`src/rtl/apb_mem_bridge.sv`:
```
// APB slave to byte-wide memory bridge: one word per APB transfer, one byte per cycle.
// Optional alignment check with pslverr_o: define MEM_BRIDGE_ALIGN_CHECK_EN.
module apb_mem_bridge #(
  parameter int DATA_WIDTH = 32,
  parameter int ADDR_WIDTH = 32,
  parameter int BYTE       = 8,
  localparam int BPW       = DATA_WIDTH / BYTE
) (
  input  logic                  clk_i,
  input  logic                  rst_i,
  input  logic                  psel_i,
  input  logic                  penable_i,
  input  logic                  pwrite_i,
  input  logic [ADDR_WIDTH-1:0] paddr_i,
  input  logic [DATA_WIDTH-1:0] pwdata_i,
  input  logic [BPW-1:0]        pstrb_i,
  output logic [DATA_WIDTH-1:0] prdata_o,
  output logic                  pready_o,
  output logic                  pslverr_o,
  output logic [ADDR_WIDTH-1:0] mem_addr_o,
  output logic [BYTE-1:0]       mem_data_o,
  output logic                  mem_pwrite_o,
  input  logic [BYTE-1:0]       mem_data_i
);

  localparam int KW = (BPW > 1) ? $clog2(BPW) : 1;

  typedef enum logic [1:0] {
    IDLE,
    XFER,
    DONE
  } state_t;

  state_t                state_q;
  state_t                state_d;
  logic [ADDR_WIDTH-1:0] base_q;
  logic [DATA_WIDTH-1:0] wdata_q;
  logic [DATA_WIDTH-1:0] rdata_q;
  logic [BPW-1:0]        strb_q;
  logic                  write_q;
  logic                  err_q;
  logic [KW-1:0]         k_q;
  logic                  setup;
  logic                  last;
  logic                  misalign;

  assign setup = psel_i && !penable_i;
  assign last  = (k_q == KW'(BPW - 1));

`ifdef MEM_BRIDGE_ALIGN_CHECK_EN
  assign misalign = |paddr_i[KW-1:0];
`else
  assign misalign = 1'b0;
`endif

  always_ff @(posedge clk_i) begin
    if (rst_i) begin
      state_q <= IDLE;
      base_q  <= '0;
      wdata_q <= '0;
      rdata_q <= '0;
      strb_q  <= '0;
      write_q <= 1'b0;
      err_q   <= 1'b0;
      k_q     <= '0;
    end else begin
      state_q <= state_d;
      unique case (state_q)
        IDLE: begin
          if (setup) begin
            base_q  <= paddr_i;
            wdata_q <= pwdata_i;
            strb_q  <= pstrb_i;
            write_q <= pwrite_i;
            err_q   <= misalign;
            k_q     <= '0;
          end
        end
        XFER: begin
          if (!write_q)
            rdata_q[k_q*BYTE +: BYTE] <= mem_data_i;
          k_q <= last ? '0 : k_q + KW'(1);
        end
        default: ;
      endcase
    end
  end

  always_comb begin
    state_d = state_q;
    unique case (state_q)
      IDLE:    if (setup) state_d = misalign ? DONE : XFER;
      XFER:    if (last) state_d = DONE;
      DONE:    state_d = IDLE;
      default: state_d = IDLE;
    endcase
  end

  // Write enable is gated by reset so an aborted transfer stops cleanly.
  always_comb begin
    mem_addr_o   = base_q;
    mem_data_o   = '0;
    mem_pwrite_o = 1'b0;
    prdata_o     = '0;
    pready_o     = 1'b0;
    pslverr_o    = 1'b0;
    unique case (state_q)
      XFER: begin
        mem_addr_o = base_q + ADDR_WIDTH'(k_q);
        if (write_q) begin
          mem_data_o   = wdata_q[k_q*BYTE +: BYTE];
          mem_pwrite_o = strb_q[k_q] && !rst_i;
        end
      end
      DONE: begin
        pready_o = 1'b1;
        if (!write_q && !err_q)
          prdata_o = rdata_q;
`ifdef MEM_BRIDGE_ALIGN_CHECK_EN
        pslverr_o = err_q;
`endif
      end
      default: ;
    endcase
  end

endmodule

```
`config.mk`:
```
export PLATFORM = sky130hd
export DESIGN_NAME = apb_mem_bridge
export DESIGN_NICKNAME = d
export VERILOG_FILES = /design/src/rtl/apb_mem_bridge.sv
export SDC_FILE = /design/constraint.sdc
export NUM_CORES = 1
export LEC_CHECK = 0
export CORE_AREA = 2 2 108 110
export CTS_CLUSTER_SIZE = 40
export DETAILED_ROUTE_END_ITERATION = 8
export DIE_AREA = 0 0 110 112
export PLACE_DENSITY_LB_ADDON = 0.25
export SLEW_MARGIN = 40
export SYNTH_ARGS = -nofsm -noshare
export SYNTH_HDL_FRONTEND = slang
export SYNTH_SLANG_ARGS = --single-unit
```
`constraint.sdc`:
```
create_clock -name clk_i -period 2.8 [get_ports clk_i]
set_input_delay 0.56 -clock clk_i [delete_from_list [all_inputs] [get_ports clk_i]]
set_output_delay 0.56 -clock clk_i [all_outputs]
set_load 0.02 [all_outputs]
```
==> Word-level counts from Yosys, hierarchy flattened <==
Cells that the tools add are included.
{ "classes": {"eq_ne": 5, "shifts": 3, "mux": 17, "bitwise_logic": 1, "magnitude_cmp": 1, "addsub": 3, "n_reduce_logical": 10} }
{ "ops": {"columns": ["operator", "n"], "rows": [
  ["2-to-1 mux 32 bit", 3],
  ["negation 5 -> 34 bit", 1],
  ["variable shift 8 x 34 -> 32 bit (first input constant)", 1],
  ["indexed part select 8 x 34 -> 32 bit", 1],
  ["adder 32 x 2 -> 32 bit", 1],
  ["bitwise mux 32 bit", 1],
  ["indexed part select 32 x 6 -> 8 bit", 1],
  ["2-to-1 mux 8 bit", 2],
  ["2-to-1 mux 2 bit", 4],
  ["one-hot mux 2 bit (2 select lines)", 2],
  ["AND reduction 2 bit", 4],
  ["== test 2 bit (second input constant)", 2],
  ["2-to-1 mux 1 bit", 4],
  ["!= test 2 bit (second input constant)", 2],
  ["< comparator 2 x 3 -> 1 bit (second input constant)", 1],
  ["adder 2 x 1 -> 2 bit (second input constant)", 1],
  ["binary-select mux 1 bit (select 2 bit)", 1],
  ["== test 2 x 1 -> 1 bit (second input constant)", 1],
  ["logical AND 1 bit", 2],
  ["logical NOT 1 bit", 2],
  ["logical NOT 2 bit", 1],
  ["nonzero test 2 bit", 1],
  ["NOT 1 bit", 1]
]} }
{ "totals": {"ff_bits": 105, "inputBits": 81, "elab_cells": 47, "output_inout_bits": 75} }

==> Longest topological paths before layout <==
Gate-level depths: netlist of run 1.
{ "depth": {"word_depth": 5, "ltp_mapped": 7, "mapped_depth_nobuf": 7} }

==> Worst setup path after synthesis of run 1 <==
Ideal clock, no wire load.
{ "synth_timing": {"path_kind": "register -> output", "startpoint": "register k_q[1]", "endpoint": "output port mem_addr_o[12]", "t_required_ns": 2.240, "path_stages_with_launch": 8, "path_slack_ns": -0.069, "arrival_ns": 2.309, "path_cell_list": "dfxtp_1 buf_2 inv_1 fa_1 nor3b_2 nand3_2 nor3_1 xor2_1"} }
{ "synth_via": {"elab_chain_len": 2} }
{ "synth_rtl": {"columns": ["element", "line_no", "source"], "rows": [
  ["from (decl)", "42", "logic [KW-1:0] k_q;"],
  ["from (signal assigned)", "82", "k_q <= last ? '0 : k_q + KW'(1);"],
  ["adder 32 x 2 -> 32 bit", "109", "mem_addr_o = base_q + ADDR_WIDTH'(k_q);"],
  ["2-to-1 mux 32 bit", "107", "unique case (state_q)"],
  ["to (decl)", "20", "output logic [ADDR_WIDTH-1:0] mem_addr_o,"]
]} }
Every way passes these cells.

==> Worst setup path in the final report of run 1 <==
{ "layout_timing": {"startpoint": "register base_q[0]", "endpoint": "output port mem_addr_o[26]"} }
{ "layout_via": {"elab_chain_len": 2} }
{ "layout_rtl": {"columns": ["element", "line_no", "source"], "rows": [
  ["from (decl)", "36", "logic [ADDR_WIDTH-1:0] base_q;"],
  ["from (signal assigned)", "71", "base_q <= paddr_i;"],
  ["adder 32 x 2 -> 32 bit", "109", null],
  ["2-to-1 mux 32 bit", "107", null]
]} }
Every way passes these cells.

==> reports/qor.csv, run 1 <==
metric,value,unit
number of synthesized flops with an enable pin,0,
register area,2110,um2
Max Root-Sink Buffers,2,
Worst Path Arrival,2440,ps
Cells after DPL,930,
final RePlAce weighted congestion,0.906,
r2r setup slk,650,ps
Final Hold Viols,0,
Synth top cells by count,"nand2_1 (191), dfxtp_1 (105), a21oi_1 (104)",
layout cells sized above 1,15.9,%
vias,5045,
Crit Path Max Fanout,4,
H-tree level count,3,
CP max-delay cell,dfxtp_2,
Logic pwr share,14.0,%
Hold WC Path Type,flop to flop,
"Distinct cells, synth",40,
XOR/XNOR Fraction of Synth Area,5.15,%
most frequent cell after synthesis,nand2_1,
Sequential Power Share,50.2,%
Max Slew Vio Count,0,
crit path time final,3000,ps
crit share post-route,107,%
nets@finish,903,
I/O pin cnt,156,
worst stage delay on the critical path,350,ps
Synth top area share,41.2,%
leak pwr,3.05,nW
"top cells by area, synth","dfxtp_1 (41%), nand2_1 (14%), a21oi_1 (10%), and2_1 (4.5%), nand3_1 (3.9%)",
DP Wirelength,9.68,mm
total grt overflow,0,
DIE WIDTH,110,um
setup violators final,24,
post-synthesis adder-cell area fraction,2.36,%
Routed Wire Length,14.5,mm
die area,12300,um2
vias per std cell,5.26,
Syn Area/Cell,7.84,um2
DRT antenna net count,0,
largest family of logic cells by synthesized area,simple AND/OR/NAND/NOR gates,
I/O Buffers,154,
worst-margin pin slew,750,ps
worst reg-to-reg path cell count,6,
WL per Instance,15.1,um
status,"finished, violations left",
YS warnings,0,
first-pass GRT wire length,22.8,mm
synth-to-layout area growth,44.9,%
"Req. time, crit path",2240,ps
Max-slew headroom,50.0,%
Initial Util,45.6,%
skew final,5.72,ps
crit end category,primary output,
fillcell total,938,
Detailed Route Iter0 Violations,275,
Worst-Skew Late Latency,330,ps
cell taking the most area after synthesis,dfxtp_1,
Switching Power,0.783,mW
cell area power density,430,nW/um2
clock root buffer,clkbuf_16,
CTS tree,built,
first drt pass iteration count,5,
post-synthesis sequential area ratio,41.2,%
multiplexer area fraction after synthesis,3.73,%
RR Endpoint,rdata_q[5]$_SDFFE_PP0P_,
TritonCTS buffer count,9,
critical path startpoint category,flop,
violated checks,negative setup slack,
Critical Path Source,base_q[0]$_SDFFE_PP0P_,
Post-Synthesis Cells,650,
Critical path destination,mem_addr_o[26],
"IR drop worst, VDD",0.000259,V
DRC errors left,0,
simple-gate area share of the yosys netlist,32.0,%
vias in the first global route,4840,
fmax,0.334,GHz
"Net Count, Synth",740,
Die Height,112,um
Post-synth ARST share,0,%
maxcap violations,0,
clock share of power,35.9,%
Mapped Area,5100,um2
crit-path cells,ha_4 -> inv_2 -> fa_2 -> nor3b_4 -> nand4_1 -> buf_4 -> nor3_4 -> xor2_1 -> buf_4,
non-filler instance count after layout,960,
Ant. Diodes,0,
initial antenna violation count,0,
GR Util All Layers,23.0,%
clock slew at reported path FFs,60,ps
P_int,2.39,mW
final total power,3.18,mW
Post-synth top flop,dfxtp_1,
Compound-Gate Fraction of Synth Area,10.6,%
RSZ-0062 raised after global routing,yes,
worst setup margin,-197,ps
CP Class,flop to primary output,
clock sink count,105,
Yosys reg bits,105,
pin count of the biggest net entering global routing,106,
CP most frequent cell,buf_4,
core area,11200,um2
reg2reg start,k_q[0]$_SDFFE_PP0P_,
area of the multi-input gates,2980,um2
Net Sw Frac,24.7,%
Core Rows,39,
==> sequential cells by signal, summed over array words and instances, names as in the netlist <==
signal / count
base_q: 32
k_q: 2
rdata_q: 32
state_q: 2
strb_q: 4
wdata_q: 32
write_q: 1
==> cell type report <==
class	instances	area share (%)
Tap cell	143	2.42
Timing Repair Buffer	194	24.6
Sequential cell	105	28.5
Inverter	12	0.610
Multi-Input combinational cell	491	40.4
Clock buffer	15	3.49
==> logic make-up (layout without fill, tap and decap cells) <==
group,after synthesis,in the layout
muxes,9,9
DFF,105,105
AOI/OAI and AO/OA,107,107
xor gates and xnor gates,30,30
adders and majority gates,9,9
buffers and inverters,55,221
and+or+nand+nor,334,335
other,1,1
==> routing by layer <==
metal | up-vias | global-route usage, % | share of wire, %
met5 | - | 0 | 0
met4 | 0 | 8.44 | 2.3
met3 | 26 | 3.75 | 6.4
met2 | 176 | 38.1 | 50
met1 | 2358 | 30.0 | 41
li1 | 2485 | - | -
==> power groups by stage <==
| stage | Sequential, mW | Combinational [mW] | Clock, mW |
|---|---|---|---|
| 2_1_floorplan | 1.61 | 0.223 | 0 |
| 3_3_place_gp | 1.62 | 0.441 | 0 |
| 3_5_place_dp | 1.62 | 0.450 | 0 |
| 4_1_cts | 1.59 | 0.446 | 1.16 |
| 5_1_grt | 1.60 | 0.484 | 1.23 |
| 6_report | 1.59 | 0.444 | 1.14 |
==> stage by stage <==
| stage | hold WS [ps] | TNS, ps | instance area, um2 | util, % | worst slack (ps) |
|---|---|---|---|---|---|
| finish | 449 | -1410 | 7390 | 66.1 | -197 |
| global route | 468 | -5340 | 7390 | 66.1 | -251 |
| CTS | 450 | -1240 | 7280 | 65.1 | -152 |
| detailed placement | 442 | -4300 | 6840 | 61.2 | -336 |
| global placement | 434 | -3390 | 6840 | 61.2 | -276 |
| floorplan | 427 | 0 | 5100 | - | 83.6 |
==> cells in the final DEF, fill, tap and decap left out, drive strengths merged, types with 3 or more instances in the layout <==
cell type / netlist / layout
nand2: 191 / 191
clkdlybuf4s50: 0 / 114
dfxtp: 105 / 105
a21oi: 104 / 104
buf: 22 / 60
nand3: 41 / 42
and2: 37 / 37
xor2: 22 / 22
clkbuf: 21 / 19
nor3: 16 / 16
inv: 12 / 12
nor2: 11 / 11
and3: 9 / 9
dlymetal6s2s: 0 / 9
mux4: 8 / 8
xnor2: 8 / 8
ha: 8 / 8
nor4: 7 / 7
nor3b: 6 / 6
clkdlybuf4s15: 0 / 5
and4: 5 / 5
nand4: 3 / 3
==> how the worst min path moves through the flow <==
stage | startpoint | endpoint | slack, ps | depth (start not counted)
final | rdata_q[19]$_SDFFE_PP0P_ | rdata_q[19]$_SDFFE_PP0P_ | 450 | 2
after global routing | wdata_q[19]$_SDFFE_PP0P_ | wdata_q[19]$_SDFFE_PP0P_ | 470 | 2
after CTS | rdata_q[19]$_SDFFE_PP0P_ | rdata_q[19]$_SDFFE_PP0P_ | 450 | 2
after detailed placement | rdata_q[8]$_SDFFE_PP0P_ | rdata_q[8]$_SDFFE_PP0P_ | 440 | 2
after global placement | rdata_q[11]$_SDFFE_PP0P_ | rdata_q[11]$_SDFFE_PP0P_ | 430 | 2
after floorplan | rdata_q[0]$_SDFFE_PP0P_ | rdata_q[0]$_SDFFE_PP0P_ | 430 | 2
==> critical path, delay by kind of cell (launching register included) <==
| kind | cells | cell delay, ps |
|---|---|---|
| adders and majority gates | 2 | 480 |
| and+or+nand+nor | 3 | 630 |
| xor gates and xnor gates | 1 | 230 |
| DFF | 1 | 350 |
| buffers and inverters | 3 | 400 |
==> what timing repair did <==
action | CTS | global route
setup buffers | 8 | 5
hold buffers | 0 | 0
pin swaps | 7 | 4
gates resized for setup | 112 | 62
cloned | 0 | 2
setup endpoints to repair | 31 | 68
Power figures use the tool's default switching activity.
==> run 2, diff against run 1 <==
--- a/config.mk
+++ b/config.mk
@@ -5,6 +5,7 @@
 export SDC_FILE = /design/constraint.sdc
 export NUM_CORES = 1
 export LEC_CHECK = 0
+export CAP_MARGIN = 30
 export CORE_AREA = 2 2 108 110
 export CTS_CLUSTER_SIZE = 40
 export DETAILED_ROUTE_END_ITERATION = 8
==> results of run 2 <==
Final layout, timing and power as in run 1 (identical DEF).
==> run 3, diff against run 2 <==
--- a/config.mk
+++ b/config.mk
@@ -10,6 +10,7 @@
 export CTS_CLUSTER_SIZE = 40
 export DETAILED_ROUTE_END_ITERATION = 8
 export DIE_AREA = 0 0 110 112
+export GPL_ROUTABILITY_DRIVEN = 0
 export PLACE_DENSITY_LB_ADDON = 0.25
 export SLEW_MARGIN = 40
 export SYNTH_ARGS = -nofsm -noshare
==> results of run 3 <==
Final layout, timing and power as in run 1 (identical DEF).
